<file path="src/rtl/fp_align_pipe.sv">
// fp_align_pipe
// Two-stage pipelined operand aligner that sits in front of the floating-point
// adder. Stage 1 orders the operands by magnitude and builds the extended
// mantissas. Stage 2 right-shifts the smaller mantissa, collecting sticky, and
// negates it for effective subtraction.
//
// Extended mantissa layout (W = MAN_W+6):
//   [W-1] sign, [W-2] carry headroom, [W-3] hidden bit, [W-4:3] fraction,
//   [2] guard, [1] round, [0] sticky
//
// Ports:
//   clk, rst_n          clock, synchronous active-low reset
//   in_valid/in_ready   input operand-pair handshake
//   sub                 1 = A-B, 0 = A+B
//   sign_a/b, exp_a/b,
//   man_a/b             unpacked operands (biased exponent, stored fraction)
//   out_valid/out_ready output handshake
//   exp_out             effective exponent of the larger operand
//   res_sign            sign of the result
//   eff_sub             effective subtraction flag
//   big_m               aligned larger mantissa (non-negative)
//   small_m             aligned smaller mantissa, two's complement
module fp_align_pipe #(
  parameter int EXP_W = 8,
  parameter int MAN_W = 23,
  localparam int W = MAN_W + 6
) (
  input  logic             clk,
  input  logic             rst_n,
  input  logic             in_valid,
  output logic             in_ready,
  input  logic             sub,
  input  logic             sign_a,
  input  logic             sign_b,
  input  logic [EXP_W-1:0] exp_a,
  input  logic [EXP_W-1:0] exp_b,
  input  logic [MAN_W-1:0] man_a,
  input  logic [MAN_W-1:0] man_b,
  output logic             out_valid,
  input  logic             out_ready,
  output logic [EXP_W-1:0] exp_out,
  output logic             res_sign,
  output logic             eff_sub,
  output logic [W-1:0]     big_m,
  output logic [W-1:0]     small_m
);

  // Shifts of this size or more push every significant bit past the sticky slot.
  localparam logic [31:0] SHIFT_MAX = 32'(MAN_W + 4);
  localparam logic [EXP_W-1:0] EXP_ONE = {{(EXP_W-1){1'b0}}, 1'b1};
  localparam logic [W-1:0] W_ONE = {{(W-1){1'b0}}, 1'b1};

  // Stage valid flags and enables
  logic v1, v2;
  logic en1, en2;

  // Stage 1 registers
  logic [EXP_W-1:0] s1_exp;
  logic [EXP_W-1:0] s1_d;
  logic             s1_sign;
  logic             s1_eff;
  logic [W-1:0]     s1_big;
  logic [W-1:0]     s1_small;

  // Stage 1 combinational values
  logic             sb_eff;
  logic             eff_sub_c;
  logic             hid_a, hid_b;
  logic [EXP_W-1:0] ea, eb;
  logic             a_big;
  logic [W-1:0]     ext_a, ext_b;

  // Stage 2 combinational values
  logic [W-1:0]     shifted;
  logic [W-1:0]     aligned;
  logic             lost;

  // A stage may load when it is empty or when its contents move on this cycle,
  // so bubbles collapse and a full pipe advances as one while draining.
  assign en2      = ~v2 | out_ready;
  assign en1      = ~v1 | en2;
  assign in_ready = en1;
  assign out_valid = v2;

  // Operand classification and magnitude ordering. A zero exponent field marks
  // a denormal, which has no hidden bit and behaves as exponent 1. Equal
  // magnitudes keep A as the larger operand.
  always_comb begin
    sb_eff    = sign_b ^ sub;
    eff_sub_c = sign_a ^ sb_eff;
    hid_a     = |exp_a;
    hid_b     = |exp_b;
    ea        = hid_a ? exp_a : EXP_ONE;
    eb        = hid_b ? exp_b : EXP_ONE;
    ext_a     = {2'b00, hid_a, man_a, 3'b000};
    ext_b     = {2'b00, hid_b, man_b, 3'b000};
    a_big     = (ea > eb) || ((ea == eb) && ({hid_a, man_a} >= {hid_b, man_b}));
  end

  // Stage 1 register: captures the ordered operands, exponent difference and
  // result sign whenever a new pair is accepted.
  always_ff @(posedge clk) begin
    if (!rst_n) begin
      v1       <= 1'b0;
      s1_exp   <= '0;
      s1_d     <= '0;
      s1_sign  <= 1'b0;
      s1_eff   <= 1'b0;
      s1_big   <= '0;
      s1_small <= '0;
    end else if (en1) begin
      v1 <= in_valid;
      if (in_valid) begin
        s1_eff <= eff_sub_c;
        if (a_big) begin
          s1_exp   <= ea;
          s1_d     <= ea - eb;
          s1_sign  <= sign_a;
          s1_big   <= ext_a;
          s1_small <= ext_b;
        end else begin
          s1_exp   <= eb;
          s1_d     <= eb - ea;
          s1_sign  <= sb_eff;
          s1_big   <= ext_b;
          s1_small <= ext_a;
        end
      end
    end
  end

  // Alignment shift. Everything that falls off the bottom, together with the
  // bit landing in position 0, folds into the sticky bit. Very large shifts
  // leave only sticky, which is set if any mantissa bit was present.
  always_comb begin
    shifted = '0;
    lost    = 1'b0;
    if (32'(s1_d) >= SHIFT_MAX) begin
      shifted = '0;
      lost    = |s1_small;
    end else begin
      shifted = s1_small >> s1_d;
      lost    = |(s1_small & ~({W{1'b1}} << s1_d));
    end
    aligned = {shifted[W-1:1], shifted[0] | lost};
    if (s1_eff) begin
      aligned = ~aligned + W_ONE;
    end
  end

  // Stage 2 register: drives the outputs directly, so holding it while the
  // consumer stalls keeps every output bit-stable.
  always_ff @(posedge clk) begin
    if (!rst_n) begin
      v2       <= 1'b0;
      exp_out  <= '0;
      res_sign <= 1'b0;
      eff_sub  <= 1'b0;
      big_m    <= '0;
      small_m  <= '0;
    end else if (en2) begin
      v2 <= v1;
      if (v1) begin
        exp_out  <= s1_exp;
        res_sign <= s1_sign;
        eff_sub  <= s1_eff;
        big_m    <= s1_big;
        small_m  <= aligned;
      end
    end
  end

endmodule
</file>
<file path="config.mk">
export PLATFORM = sky130hd
export DESIGN_NAME = fp_align_pipe
export DESIGN_NICKNAME = d
export VERILOG_FILES = /design/src/rtl/fp_align_pipe.sv
export SDC_FILE = /design/constraint.sdc
export NUM_CORES = 1
export LEC_CHECK = 0
export ABC_CLOCK_PERIOD_IN_PS = 4900
export BUFFER_PORTS_ARGS = -buffer_cell sky130_fd_sc_hd__buf_2
export CELL_PAD_IN_SITES_DETAIL_PLACEMENT = 1
export CELL_PAD_IN_SITES_GLOBAL_PLACEMENT = 1
export CORE_MARGIN = 1.5
export CORE_UTILIZATION = 43
export DETAILED_ROUTE_END_ITERATION = 6
export PLACE_DENSITY = 0.88
export SETUP_SLACK_MARGIN = 0.5
export SYNTH_ARGS = -nofsm -noshare
export SYNTH_HDL_FRONTEND = slang
export SYNTH_SLANG_ARGS = --single-unit
</file>
<file path="constraint.sdc">
create_clock -name clk -period 4.9 [get_ports clk]
set_input_delay 0.49 -clock clk [delete_from_list [all_inputs] [get_ports clk]]
set_output_delay 0.49 -clock clk [all_outputs]
set_load 0.01 [all_outputs]
</file>
After elaboration in Yosys (flattened, before gate mapping):

Cells that the tools add are included.

* bits in registers: 146
* bits in latches: 0
* bits in read-only memories: 0
* memories kept: 0
* input port bits: 69
* output and inout bits: 70
* bits in writable memories: 0
* logic and storage cells: 50

* add/subtract/negate cells: 3
* div/mod/pow operators: 0
* magnitude comparators: 3
* reductions and logical operators: 8
* equal/unequal tests: 1
* mux-type cells: 10
* multiply operators: 0
* bitwise operators: 10
* shifts and indexed selects: 2

Operator list (number)
* 2-to-1 mux 29 bit: 2
* NOT 29 bit: 2
* OR reduction 29 bit: 2
* 2-to-1 mux 27 bit: 2
* 2-to-1 mux 8 bit: 4
* adder 29 x 1 -> 29 bit (second input constant): 1
* bitwise AND 29 bit: 1
* << shifter 29 x 8 -> 29 bit (first input constant): 1
* >> shifter 29 x 8 -> 29 bit: 1
* >= comparator 24 bit: 1
* OR reduction 8 bit: 2
* subtractor 8 bit: 2
* == test 8 bit: 1
* >= comparator 8 x 5 -> 1 bit (second input constant): 1
* greater-than comparator 8 bit: 1
* AND reduction 2 bit: 2
* bitwise OR 1 bit: 3
* 2-to-1 mux 1 bit: 2
* NOT 1 bit: 2
* bitwise XOR 1 bit: 2
* logical AND 1 bit: 1
* logical OR 1 bit: 1

Longest topological paths before layout:

* depth in word-level cells: 9
* depth in mapped cells: 19
* mapped depth without buffers: 16

Least setup slack after synthesis:

Ideal clock, no wire load.

* path type: register to register
* start point: register s1_d[7]
* end point: register small_m[14]
* library setup time: 0.078 ns
* clock period less this slack: 4.027 ns
* cell stages (with the launch flop): 17
* slack: 0.873 ns
* buffers on the path: 3
* required time: 4.822 ns
* arrival time: 3.949 ns
* cell sequence: dfxtp_1 > or3_1 > buf_2 > buf_2 > buf_1 > o22ai_1 > a21oi_1 > a221o_1 > a211o_1 > o31a_1 > inv_1 > ha_1 > inv_1 > or4_4 > nor4b_1 > mux2_2 > nor3_1

* word-level cells in the longest chain between the ends: 9
* elaborated cells on any way between the ends: 12
* those cells by class: add/sub: 1; order compare: 1; shift: 2; mux: 3; bitwise: 4; reduce/logical: 1

RTL lines
* from (decl): RTL line 59 `logic [EXP_W-1:0] s1_d;`
* from (signal assigned): RTL line 117 `s1_d <= ea - eb;`
* from (signal assigned): RTL line 123 `s1_d <= eb - ea;`
* << shifter 29 x 8 -> 29 bit: RTL line 143 `lost = |(s1_small & ~({W{1'b1}} << s1_d));`
* NOT 29 bit: RTL line 143
* bitwise AND 29 bit: RTL line 143
* OR reduction 29 bit: RTL line 143
* 2-to-1 mux 1 bit: RTL line 138 `if (32'(s1_d) >= SHIFT_MAX) begin`
* bitwise OR 1 bit: RTL line 145 `aligned = {shifted[W-1:1], shifted[0] | lost};`
* NOT 29 bit: RTL line 147 `aligned = ~aligned + W_ONE;`
* adder 29 x 1 -> 29 bit: RTL line 147
* 2-to-1 mux 29 bit *: RTL line 146 `if (s1_eff) begin`
* to (signal assigned): RTL line 168 `small_m <= aligned;`
* to (decl): RTL line 45 `output logic [W-1:0] small_m`

Mark *: on every way between the ends. The rest lies on a longest branch, timed or not.
A chain may end at the register's enable or synchronous reset.

Worst setup path in the final report:

* start point: register s1_d[1]
* end point: register small_m[14]

The elaborated chain is that of the path after synthesis.

==> reports/results.ini <==
[timing]
slew_headroom_pct = 26.5
tightest_slew_ns = 1.10
timing.final.crit_period_ns = 4.23
fin_skew_ns = 0.0128
final-max-slew-violation-count = 0
max_freq_mhz = 236
setup_viol = 0
fin_crit_sh_pct = 86.3
rsz0062_at_grt = false
tns_ns = 0
hold_viol_final = 0

[yosys]
synth_edf_count = 0
ys_ff_latch = 131
netlist_instances = 1201
yosysWarnings = 0
synth_seq_area_share_pct = 28.7
synth_top_area_share_pct = 28.7
synth_cell_types = 74
yosys-top-cells-area = dfxtp_1 (29%), mux2i_1 (6.0%), nor2_1 (6.0%)
avgSynthCellArea_um2 = 7.61
ys_dominant_reg_cell = dfxtp_1
syn_area_um2 = 9140
synth_largest_area_cell = dfxtp_1
async_reset_ff_share_pct = 0

[route]
postRouteAntennaNets = 0
vias = 9638
viasPerCell = 6.18
drtIter0Drc = 572
drc_errors = 0
routed_wl_mm = 33.5
routedWlPerCell_um = 21.5
drtPass1Iterations = 5

[power]
leakagePower_uw = 0.00450
p_per_area_nw_per_um2 = 362
vdd_drop_max_mv = 0.274

[die]
start_util_pct = 43.6
dieArea_um2 = 22100
die_height_um = 149
io_pins = 139
die_x_um = 149
core_um2 = 21000
rows = 53

[worst_setup_path]
startpoint = s1_d[1]$_SDFFE_PN0P_
rr_startpoint = s1_d[1]$_SDFFE_PN0P_
critical_path_class = register to register
worstSetupEndpointType = register
crit_fanout = 24
crit_arrival_ns = 4.56
critPathLaunchType = register
reg2reg_setup_slack_ns = 0.67
cp.required_ns = 5.23

[finish]
final_nets = 1381
finalNonFillerCells = 1559
drive_gt1_share_pct = 18.6
final_common_cell = nor2_1
n_fill_cell = 2621
layout_common_cells = nor2_1 (146), nand2_1 (140), buf_2 (133)
areaGrowthSynthToFinish_pct = 16.2

[global_routing]
antenna_found_initial = 1
grt_pass1_vias = 9948
grt-ovfl-total = 0
grtUsageTotal_pct = 30.7
grt_pass1_wl_mm = 53.4
grt_max_degree = 88

[clocking]
cts.clk_slew.worst_paths_ns = 0.06
clock_latency_ns = 0.43
h-tree-depth = 4
cts_tree = done
post_cts_buffers = 0
postCtsHoldBufs = 0
cts_buffers = 17
cts_max_path_buffers = 2
root_buffer = clkbuf_16
numClockSinks = 131

[min_path]
hp-class = input port to register
hp-start = in_valid

[place]
place.gp.congestion = 0.962
placed_cells = 1526
dp_hpwl_mm = 23.4
port_buffers = 133

[outcome]
status = complete, no violations

[job]
cap_violations = 0

[metal layers]
metal | track usage [%] | vias to the layer above | share of wire (%)
met4 | 15.1 | 0 | 4.1
met2 | 52.0 | 377 | 49
met1 | 37.5 | 4703 | 41
met3 | 5.20 | 97 | 5.8
li1 | - | 4461 | -
met5 | 0 | - | 0
[report_power, final]
group	switching, uW	leakage (uW)	internal, uW	total [uW]
Sequential	110	0.00108	1140	1250
Combinational	717	0.00310	421	1140
Clock	520	0.000321	932	1450
[cells in the mapped netlist, types with 23 or more instances]
| cell type | instances |
|---|---|
| inv_1 | 49 |
| nor2_1 | 146 |
| mux2i_1 | 55 |
| clkbuf_1 | 88 |
| o21ai_0 | 43 |
| nor3_1 | 23 |
| dfxtp_1 | 131 |
| nand2_1 | 140 |
| ha_1 | 40 |
| a211oi_1 | 70 |
| a21oi_1 | 109 |
[flip-flops by register name, summed over array words and instances, names as in the netlist]
name,flops
s1_big,24
res_sign,1
exp_out,8
s1_exp,8
s1_sign,1
s1_eff,1
big_m,24
v1,1
eff_sub,1
s1_d,8
s1_small,24
out_valid,1
small_m,29
[critical path: stages (launching register included)]
cell and delay (ns):
dfxtp_2 0.49, buf_4 0.36, buf_4 0.25, or4b_2 0.14, o32ai_1 0.13, o41ai_1 0.58, buf_4 0.23, nor3_1 0.04
nor2_1 0.15, ha_1 0.17, inv_1 0.07, or4_4 0.64, nor4b_2 0.30, mux2_2 0.36, nor3_1 0.20
[per-stage QoR]
stage          total power [uW]  setup slack [ns]  cell area [um^2]  util [%]  hold WS, ns
6_report                   3840             0.669             10600      50.7        0.304
5_1_grt                    4010             0.511             10600      50.7        0.321
4_1_cts                    3830             0.504             10600      50.5        0.298
3_5_place_dp               2360             0.532              9920      47.3        0.445
3_3_place_gp               2320             0.637              9920      47.3        0.437
2_1_floorplan              2000             0.873              9150         -        0.432
[final cells by class]
type                    count  area (um^2)  share of cell area [%]
well taps                 275          344                    3.24
diodes                      1         2.50                  0.0236
clock buffers              20          457                    4.30
clock inverters            12          203                    1.91
inverters                  50          189                    1.78
flip-flops and latches    131         2630                    24.7
multi-input cells         911         5910                    55.7
repair buffers            159          886                    8.34
[final timing paths]
path / endpoint / depth (start not counted)
worst max register to register: small_m[14]$_SDFFE_PN0P_ / 14
worst max-delay path: small_m[14]$_SDFFE_PN0P_ / 14
worst min-delay path: v1$_SDFFE_PN0N_ / 3
worst min register to register: exp_out[4]$_SDFFE_PN0P_ / 2
[kinds of logic (layout without fill, tap and decap cells)]
group,count (synthesis),after routing,share of synthesized area [%]
AO/OA/AOI/OAI,351,351,25.5
XOR/XNOR,22,22,2.11
adder cells (fa/ha/maj),42,42,5.91
buffers and inverters,163,241,7.42
flip-flops,131,131,28.7
multiplexers,76,76,9.91
other,1,6,0.0410
AND/OR/NAND/NOR,415,415,20.5
[what timing repair did]
item,CTS,global route
setup endpoints to repair,1,1
pin swaps,0,1
gates resized for setup,2,8
No activity file was read; power rests on OpenSTA's default activity.
